## config.mk

```make
export PLATFORM = sky130hd
export DESIGN_NAME = instr_encoder_flat
export DESIGN_NICKNAME = d
export VERILOG_FILES = /design/src/rtl/instr_encoder_pkg.sv /design/src/rtl/instr_encoder_if.sv /design/src/rtl/instr_encoder_pack.sv /design/src/rtl/instr_encoder.sv /design/src/flat_wrapper.sv
export SDC_FILE = /design/constraint.sdc
export NUM_CORES = 1
export LEC_CHECK = 0
export BUFFER_PORTS_ARGS = -buffer_cell sky130_fd_sc_hd__buf_2
export CORE_MARGIN = 8
export CORE_UTILIZATION = 48
export CTS_CLUSTER_SIZE = 30
export DETAILED_ROUTE_END_ITERATION = 7
export PLACE_DENSITY = 0.87
export SETUP_SLACK_MARGIN = 0.4
export SYNTH_ARGS = -nofsm -noshare
export SYNTH_HDL_FRONTEND = slang
export SYNTH_SLANG_ARGS = --single-unit
```

## constraint.sdc

```tcl
create_clock -name clk -period 4.4 [get_ports clk]
set_input_delay 1.32 -clock clk [delete_from_list [all_inputs] [get_ports clk]]
set_output_delay 1.32 -clock clk [all_outputs]
set_load 0.02 [all_outputs]
```

## src/rtl/instr_encoder_pkg.sv

```systemverilog
// Shared types and constants for the RV32I instruction encoder.
// Holds formats, opcodes, FSM states and immediate range limits.
package instr_encoder_pkg;

    typedef enum logic [2:0] {
        FMT_R      = 3'd0,
        FMT_I      = 3'd1,
        FMT_LOAD   = 3'd2,
        FMT_STORE  = 3'd3,
        FMT_BRANCH = 3'd4,
        FMT_JAL    = 3'd5,
        FMT_JALR   = 3'd6,
        FMT_RSVD   = 3'd7
    } fmt_e;

    localparam logic [6:0] OP_R      = 7'b0110011;
    localparam logic [6:0] OP_I      = 7'b0010011;
    localparam logic [6:0] OP_LOAD   = 7'b0000011;
    localparam logic [6:0] OP_STORE  = 7'b0100011;
    localparam logic [6:0] OP_BRANCH = 7'b1100011;
    localparam logic [6:0] OP_JAL    = 7'b1101111;
    localparam logic [6:0] OP_JALR   = 7'b1100111;

    typedef enum logic [1:0] {
        S_IDLE = 2'd0,
        S_ENC  = 2'd1,
        S_WR   = 2'd2,
        S_ERR  = 2'd3
    } state_e;

    localparam int IMM12_MIN = -2048;
    localparam int IMM12_MAX = 2047;
    localparam int IMM13_MIN = -4096;
    localparam int IMM13_MAX = 4094;
    localparam int IMM21_MIN = -1048576;
    localparam int IMM21_MAX = 1048574;

    typedef struct packed {
        fmt_e        fmt;
        logic [2:0]  funct3;
        logic [6:0]  funct7;
        logic [4:0]  rd;
        logic [4:0]  rs1;
        logic [4:0]  rs2;
        logic [31:0] imm;
    } fields_t;

    function automatic logic in_range(
        input logic [31:0] v,
        input int          lo,
        input int          hi
    );
        return ($signed(v) >= lo) && ($signed(v) <= hi);
    endfunction

endpackage

```

## src/rtl/instr_encoder_if.sv

```systemverilog
// Field input, memory write port and status signals of the encoder.
// The master side drives fields and mem_ack; the slave side is the encoder.
interface instr_encoder_if #(
    parameter int ADDR_W = 12
);
    logic              base_load;
    logic [ADDR_W-1:0] base_addr;
    logic              in_valid;
    logic              in_ready;
    logic [2:0]        fmt;
    logic [2:0]        funct3;
    logic [6:0]        funct7;
    logic [4:0]        rd;
    logic [4:0]        rs1;
    logic [4:0]        rs2;
    logic [31:0]       imm;
    logic              mem_we;
    logic [ADDR_W-1:0] mem_addr;
    logic [31:0]       mem_wdata;
    logic              mem_ack;
    logic              err;
    logic [15:0]       wr_count;

    modport master (
        output base_load, base_addr, in_valid,
        output fmt, funct3, funct7, rd, rs1, rs2, imm,
        output mem_ack,
        input  in_ready, mem_we, mem_addr, mem_wdata,
        input  err, wr_count
    );

    modport slave (
        input  base_load, base_addr, in_valid,
        input  fmt, funct3, funct7, rd, rs1, rs2, imm,
        input  mem_ack,
        output in_ready, mem_we, mem_addr, mem_wdata,
        output err, wr_count
    );
endinterface

```

## src/rtl/instr_encoder_pack.sv

```systemverilog
// Combinational field packer: builds the 32-bit word and checks that
// the immediate fits the chosen format.
module instr_pack
    import instr_encoder_pkg::*;
(
    input  fields_t     f,
    output logic [31:0] word,
    output logic        legal
);

    always_comb begin
        word  = '0;
        legal = 1'b0;
        unique case (f.fmt)
            FMT_R: begin
                word  = {f.funct7, f.rs2, f.rs1, f.funct3, f.rd, OP_R};
                legal = 1'b1;
            end
            FMT_I: begin
                word  = {f.imm[11:0], f.rs1, f.funct3, f.rd, OP_I};
                legal = in_range(f.imm, IMM12_MIN, IMM12_MAX);
            end
            FMT_LOAD: begin
                word  = {f.imm[11:0], f.rs1, f.funct3, f.rd, OP_LOAD};
                legal = in_range(f.imm, IMM12_MIN, IMM12_MAX);
            end
            FMT_STORE: begin
                word  = {f.imm[11:5], f.rs2, f.rs1, f.funct3,
                         f.imm[4:0], OP_STORE};
                legal = in_range(f.imm, IMM12_MIN, IMM12_MAX);
            end
            FMT_BRANCH: begin
                word  = {f.imm[12], f.imm[10:5], f.rs2, f.rs1, f.funct3,
                         f.imm[4:1], f.imm[11], OP_BRANCH};
                legal = in_range(f.imm, IMM13_MIN, IMM13_MAX)
                        && !f.imm[0];
            end
            FMT_JAL: begin
                word  = {f.imm[20], f.imm[10:1], f.imm[11], f.imm[19:12],
                         f.rd, OP_JAL};
                legal = in_range(f.imm, IMM21_MIN, IMM21_MAX)
                        && !f.imm[0];
            end
            FMT_JALR: begin
                // funct3 is architecturally fixed to zero for JALR
                word  = {f.imm[11:0], f.rs1, 3'b000, f.rd, OP_JALR};
                legal = in_range(f.imm, IMM12_MIN, IMM12_MAX);
            end
            FMT_RSVD: begin
                word  = '0;
                legal = 1'b0;
            end
        endcase
    end

endmodule

```

## src/rtl/instr_encoder.sv

```systemverilog
// Instruction encoder: captures fields, encodes them, and writes the
// word to instruction memory at an auto-incrementing byte pointer.
module instr_encoder
    import instr_encoder_pkg::*;
#(
    parameter int ADDR_W = 12
) (
    input logic             clk,
    input logic             rst,
    instr_encoder_if.slave  bus
);

    state_e            state;
    state_e            nxt;
    fields_t           fld;
    logic [31:0]       word;
    logic              legal;
    logic [31:0]       wdata;
    logic [ADDR_W-1:0] ptr;
    logic [15:0]       cnt;

    instr_pack u_pack (
        .f     (fld),
        .word  (word),
        .legal (legal)
    );

    always_ff @(posedge clk or posedge rst) begin
        if (rst) state <= S_IDLE;
        else     state <= nxt;
    end

    always_comb begin
        nxt          = state;
        bus.in_ready = 1'b0;
        bus.mem_we   = 1'b0;
        bus.err      = 1'b0;
        unique case (state)
            S_IDLE: begin
                bus.in_ready = 1'b1;
                if (bus.in_valid) nxt = S_ENC;
            end
            S_ENC: begin
                nxt = legal ? S_WR : S_ERR;
            end
            S_WR: begin
                bus.mem_we = 1'b1;
                if (bus.mem_ack) nxt = S_IDLE;
            end
            S_ERR: begin
                bus.err = 1'b1;
                nxt     = S_IDLE;
            end
        endcase
    end

    always_ff @(posedge clk or posedge rst) begin
        if (rst) begin
            fld   <= '0;
            wdata <= '0;
            ptr   <= '0;
            cnt   <= '0;
        end else begin
            if (state == S_IDLE) begin
                // word alignment: low two address bits are dropped
                if (bus.base_load)
                    ptr <= bus.base_addr & ~ADDR_W'(3);
                if (bus.in_valid) begin
                    fld <= '{fmt:    fmt_e'(bus.fmt),
                             funct3: bus.funct3,
                             funct7: bus.funct7,
                             rd:     bus.rd,
                             rs1:    bus.rs1,
                             rs2:    bus.rs2,
                             imm:    bus.imm};
                end
            end
            if (state == S_ENC)
                wdata <= word;
            if (state == S_WR && bus.mem_ack) begin
                ptr <= ptr + ADDR_W'(4);
                if (cnt != 16'hFFFF) cnt <= cnt + 16'd1;
            end
        end
    end

    assign bus.mem_addr  = ptr;
    assign bus.mem_wdata = wdata;
    assign bus.wr_count  = cnt;

endmodule

```

## src/flat_wrapper.sv

```systemverilog
// flat-port wrapper written by rule: the top's interface ports become plain ports
module instr_encoder_flat import instr_encoder_pkg::*;
#(
    parameter int ADDR_W = 12
)
  (clk, rst, bus_base_load, bus_base_addr, bus_in_valid, bus_fmt, bus_funct3, bus_funct7, bus_rd, bus_rs1, bus_rs2, bus_imm, bus_mem_ack, bus_in_ready, bus_mem_we, bus_mem_addr, bus_mem_wdata, bus_err, bus_wr_count);
  instr_encoder_if #(.ADDR_W(ADDR_W)) bus_i ();
  input logic clk;
  input logic rst;
  input wire logic [$bits(bus_i.base_load)-1:0] bus_base_load;
  input wire logic [$bits(bus_i.base_addr)-1:0] bus_base_addr;
  input wire logic [$bits(bus_i.in_valid)-1:0] bus_in_valid;
  input wire logic [$bits(bus_i.fmt)-1:0] bus_fmt;
  input wire logic [$bits(bus_i.funct3)-1:0] bus_funct3;
  input wire logic [$bits(bus_i.funct7)-1:0] bus_funct7;
  input wire logic [$bits(bus_i.rd)-1:0] bus_rd;
  input wire logic [$bits(bus_i.rs1)-1:0] bus_rs1;
  input wire logic [$bits(bus_i.rs2)-1:0] bus_rs2;
  input wire logic [$bits(bus_i.imm)-1:0] bus_imm;
  input wire logic [$bits(bus_i.mem_ack)-1:0] bus_mem_ack;
  output wire logic [$bits(bus_i.in_ready)-1:0] bus_in_ready;
  output wire logic [$bits(bus_i.mem_we)-1:0] bus_mem_we;
  output wire logic [$bits(bus_i.mem_addr)-1:0] bus_mem_addr;
  output wire logic [$bits(bus_i.mem_wdata)-1:0] bus_mem_wdata;
  output wire logic [$bits(bus_i.err)-1:0] bus_err;
  output wire logic [$bits(bus_i.wr_count)-1:0] bus_wr_count;
  assign bus_i.base_load = bus_base_load;
  assign bus_i.base_addr = bus_base_addr;
  assign bus_i.in_valid = bus_in_valid;
  assign bus_i.fmt = bus_fmt;
  assign bus_i.funct3 = bus_funct3;
  assign bus_i.funct7 = bus_funct7;
  assign bus_i.rd = bus_rd;
  assign bus_i.rs1 = bus_rs1;
  assign bus_i.rs2 = bus_rs2;
  assign bus_i.imm = bus_imm;
  assign bus_i.mem_ack = bus_mem_ack;
  assign bus_in_ready = bus_i.in_ready;
  assign bus_mem_we = bus_i.mem_we;
  assign bus_mem_addr = bus_i.mem_addr;
  assign bus_mem_wdata = bus_i.mem_wdata;
  assign bus_err = bus_i.err;
  assign bus_wr_count = bus_i.wr_count;
  instr_encoder #(.ADDR_W(ADDR_W)) u_core (.clk(clk), .rst(rst), .bus(bus_i));
endmodule
```

==> results_dict.tcl <==
set metrics [dict create \
    hold_viol 0 \
    synthToLayoutAreaGrowth_pct 24.53 \
    detail_route.wl_per_cell_um 17.75 \
    drive_gt1_frac 0.3056 \
    final.min_clock_period_ns 2.697 \
    place_congestion 0.8227 \
    grt_usage 0.1853 \
    netlist_area_mm2 0.005381 \
    drt_wl_total_um 13360 \
    min_path_type "reg2reg" \
    grt_setup_unrepaired "no" \
    antenna_found_initial 1 \
    grt_overflow 0 \
    crit_type "reg2out" \
    clk_latency_ns 0.51 \
    synth_cell_types 54 \
    yosys-mux-area-fraction 0.1425 \
    fp.dieArea_mm2 0.01486 \
    start_kind "register" \
    end_kind "output pin" \
    grt_pass1_wl_um 21800 \
    power_frac_comb 0.357 \
    r2r_end "u_core.fld[37]$_DFFE_PP0P_" \
    power_switching_mw 2.046 \
    cp.arrival_ns 1.38 \
    synth_edf_count 0 \
    r2r_slack_ns 2.29 \
    r2r-start "u_core.state[1]$_DFFE_PP0P_" \
    path_clk_slew_ns 0.06 \
    coreArea_mm2 0.01089 \
    required_ns 3.08 \
    clk_path_buf_depth 2 \
    cts_made_buffers 17 \
    synth-simple-area-share 0.1476 \
    crit_fanout 6 \
    syn_avg_cell_area_um2 11.57 \
    synthFlopType "dfrtp_1" \
    leakage_nw 3.073 \
    ys_seq_area_frac 0.5534 \
    synth_top_family_by_area "simple AND/OR/NAND/NOR gates" \
    port-buffer-count 135 \
    dp_hpwl_um 9819 \
    ios 140 \
    synth_area_leader_cell "dfrtp_1" \
    cts_resized 0 \
    yosysTopAreaCellShare 0.5534 \
    cts_setup_buffers 0 \
    max_cap_violations 0 \
    yosys_warnings 0 \
    grt_pass1_vias 4439 \
    setup_viol 0 \
    synth-xor-area-share 0.02906 \
    start_util 0.4943 \
    seqPwrFrac 0.399 \
    die_w_um 121.9 \
    async_flop_share 1.000 \
    drc 0 \
    worstMarginPinSlew_ns 0.7915 \
    avgViaCountPerCell 5.510 \
    synth.area.top_cells "dfrtp_1 55%, mux2_1 12%, nand2_1 3.4%" \
    synth_adder_area_share 0.004650 \
    htreeDepth 4 \
    fin_cells 753 \
    netSwitchingFraction 0.3969 \
    cellPowerDensity_mw_per_mm2 769.2 \
    ant_nets 0 \
    status "finished, final reports clean" \
    root_buffer "clkbuf_8" \
    drt_iter0_markers 235 \
    final.setup.tns_ns 0 \
    max_slew_margin 0.4724 \
    hold_ws_ns 0.4623 \
    hold_depth 2 \
    peakVddDrop_mv 0.3275 \
    max_freq_ghz 0.3707 \
    cts_sinks 119 \
    fin_nets 679 \
    rows 38 \
    synth_compound_area_frac 0.09300 \
    first_pass_iters 4 \
    cp-startpoint "u_core.state[1]$_DFFE_PP0P_" \
    cts_tree "built" \
    fill_cells 891 \
    via_count 4149 \
    maxSlewViolCount 0 \
    r2r.worst_path.cells 4 \
    dieHeight_um 121.9 \
    intPower_mw 3.109 \
    cp-endpoint "bus_in_ready" \
    synth-seq-cells 119 \
    p_clk_frac 0.245 \
    placed_cells 721 \
    syn_inst 465 \
    finalCritPeriodShare 0.6131 \
    cts_hold_buf 0 \
    grt_max_degree 120 \
    fin_skew_ns 0.007229 \
]
==> routing by layer <==
metal,up-vias,global-route usage,wire length (um)
met5,-,0,0
met4,0,0.1041,522
met3,38,0.05183,740
met2,122,0.3075,6697
met1,2037,0.2122,5402
li1,1952,-,-
==> how the worst min path moves through the flow <==
stage,start,endpoint
final,u_core.bus.mem_wdata[2]$_DFFE_PP0N_,u_core.bus.mem_wdata[2]$_DFFE_PP0N_
after global routing,u_core.bus.mem_wdata[2]$_DFFE_PP0N_,u_core.bus.mem_wdata[2]$_DFFE_PP0N_
after CTS,u_core.bus.mem_wdata[2]$_DFFE_PP0N_,u_core.bus.mem_wdata[2]$_DFFE_PP0N_
after detailed placement,u_core.bus.mem_wdata[2]$_DFFE_PP0N_,u_core.bus.mem_wdata[2]$_DFFE_PP0N_
after global placement,u_core.bus.mem_wdata[6]$_DFFE_PP0N_,u_core.bus.mem_wdata[6]$_DFFE_PP0N_
after floorplan,u_core.fld[32]$_DFFE_PP0P_,u_core.fld[32]$_DFFE_PP0P_
==> cells by family after synthesis <==
logic type,Yosys count
buf+inv,28
flops,119
simple gates,156
compound gates,73
fa+ha+maj,2
mux,69
other cells,1
xor+xnor,17
==> metrics by stage <==
stage	total power [mW]	setup slack, ns	area [um2]	util
global route	5.505	1.629	6701	0.6155
CTS	5.206	1.683	6699	0.6153
floorplan	3.310	1.625	5389	-
finish	5.155	1.703	6701	0.6155
global placement	3.794	1.630	6146	0.5645
detailed placement	3.914	1.558	6146	0.5645
==> final cells by class <==
| type | instances | area [um2] | share of cell area |
|---|---|---|---|
| Antenna cell | 1 | 2.502 | 0.0003734 |
| Clock buffer | 18 | 427.9 | 0.06385 |
| Clock inverter | 13 | 125.1 | 0.01867 |
| Inverter | 3 | 15.01 | 0.002240 |
| Multi-Input combinational cell | 319 | 2252 | 0.3361 |
| Sequential cell | 119 | 2978 | 0.4444 |
| Tap cell | 140 | 175.2 | 0.02614 |
| Timing Repair Buffer | 140 | 725.7 | 0.1083 |
==> worst max-delay path: stages, from the launching register on <==
cell	delay (ns)
dfrtp_1	0.43
nor2_1	0.23
buf_2	0.21
==> power groups by stage <==
stage | registers (mW) | clock network (mW) | logic (mW)
final | 2.05 | 1.26 | 1.84
after CTS | 2.05 | 1.29 | 1.87
after detailed placement | 2.06 | 0 | 1.85
after global routing | 2.13 | 1.33 | 2.04
after global placement | 2.02 | 0 | 1.78
after floorplan | 2.12 | 0 | 1.19
==> state kept, by name (all words and copies together) (netlist names) <==
signal                count
u_core.fld               60
u_core.bus.mem_wdata     31
u_core.bus.wr_count      16
u_core.bus.mem_addr      10
u_core.state              2
==> synthesized netlist by cell type (all sizes together), types with 3 or more instances <==
cell type / n
nand3: 16
a221o: 4
mux2i: 8
o22ai: 3
a31oi: 7
nor2: 32
nand2: 50
nand2b: 5
xor2: 3
nor2b: 6
and3: 8
and2: 4
dfrtp: 119
a221oi: 4
nand4: 14
mux2: 61
clkbuf: 4
nor4: 3
buf: 21
inv: 3
a21oi: 12
xnor2: 14
nor3b: 6
o32ai: 3
nor3: 6
o21ai: 29
==> cells in the final DEF, fill, tap and decap left out, types with 8 or more instances in the layout <==
cell type  count
xnor2_1       13
nor2_1        31
and3_1         8
dfrtp_1      119
nand2_1       49
nand4_1       13
clkbuf_16     16
buf_2        135
nand3_1       16
mux2i_1        8
a21oi_1       12
o21ai_1       10
o21ai_0       19
mux2_1        59
Note: power is estimated with default switching activity, not from simulation.
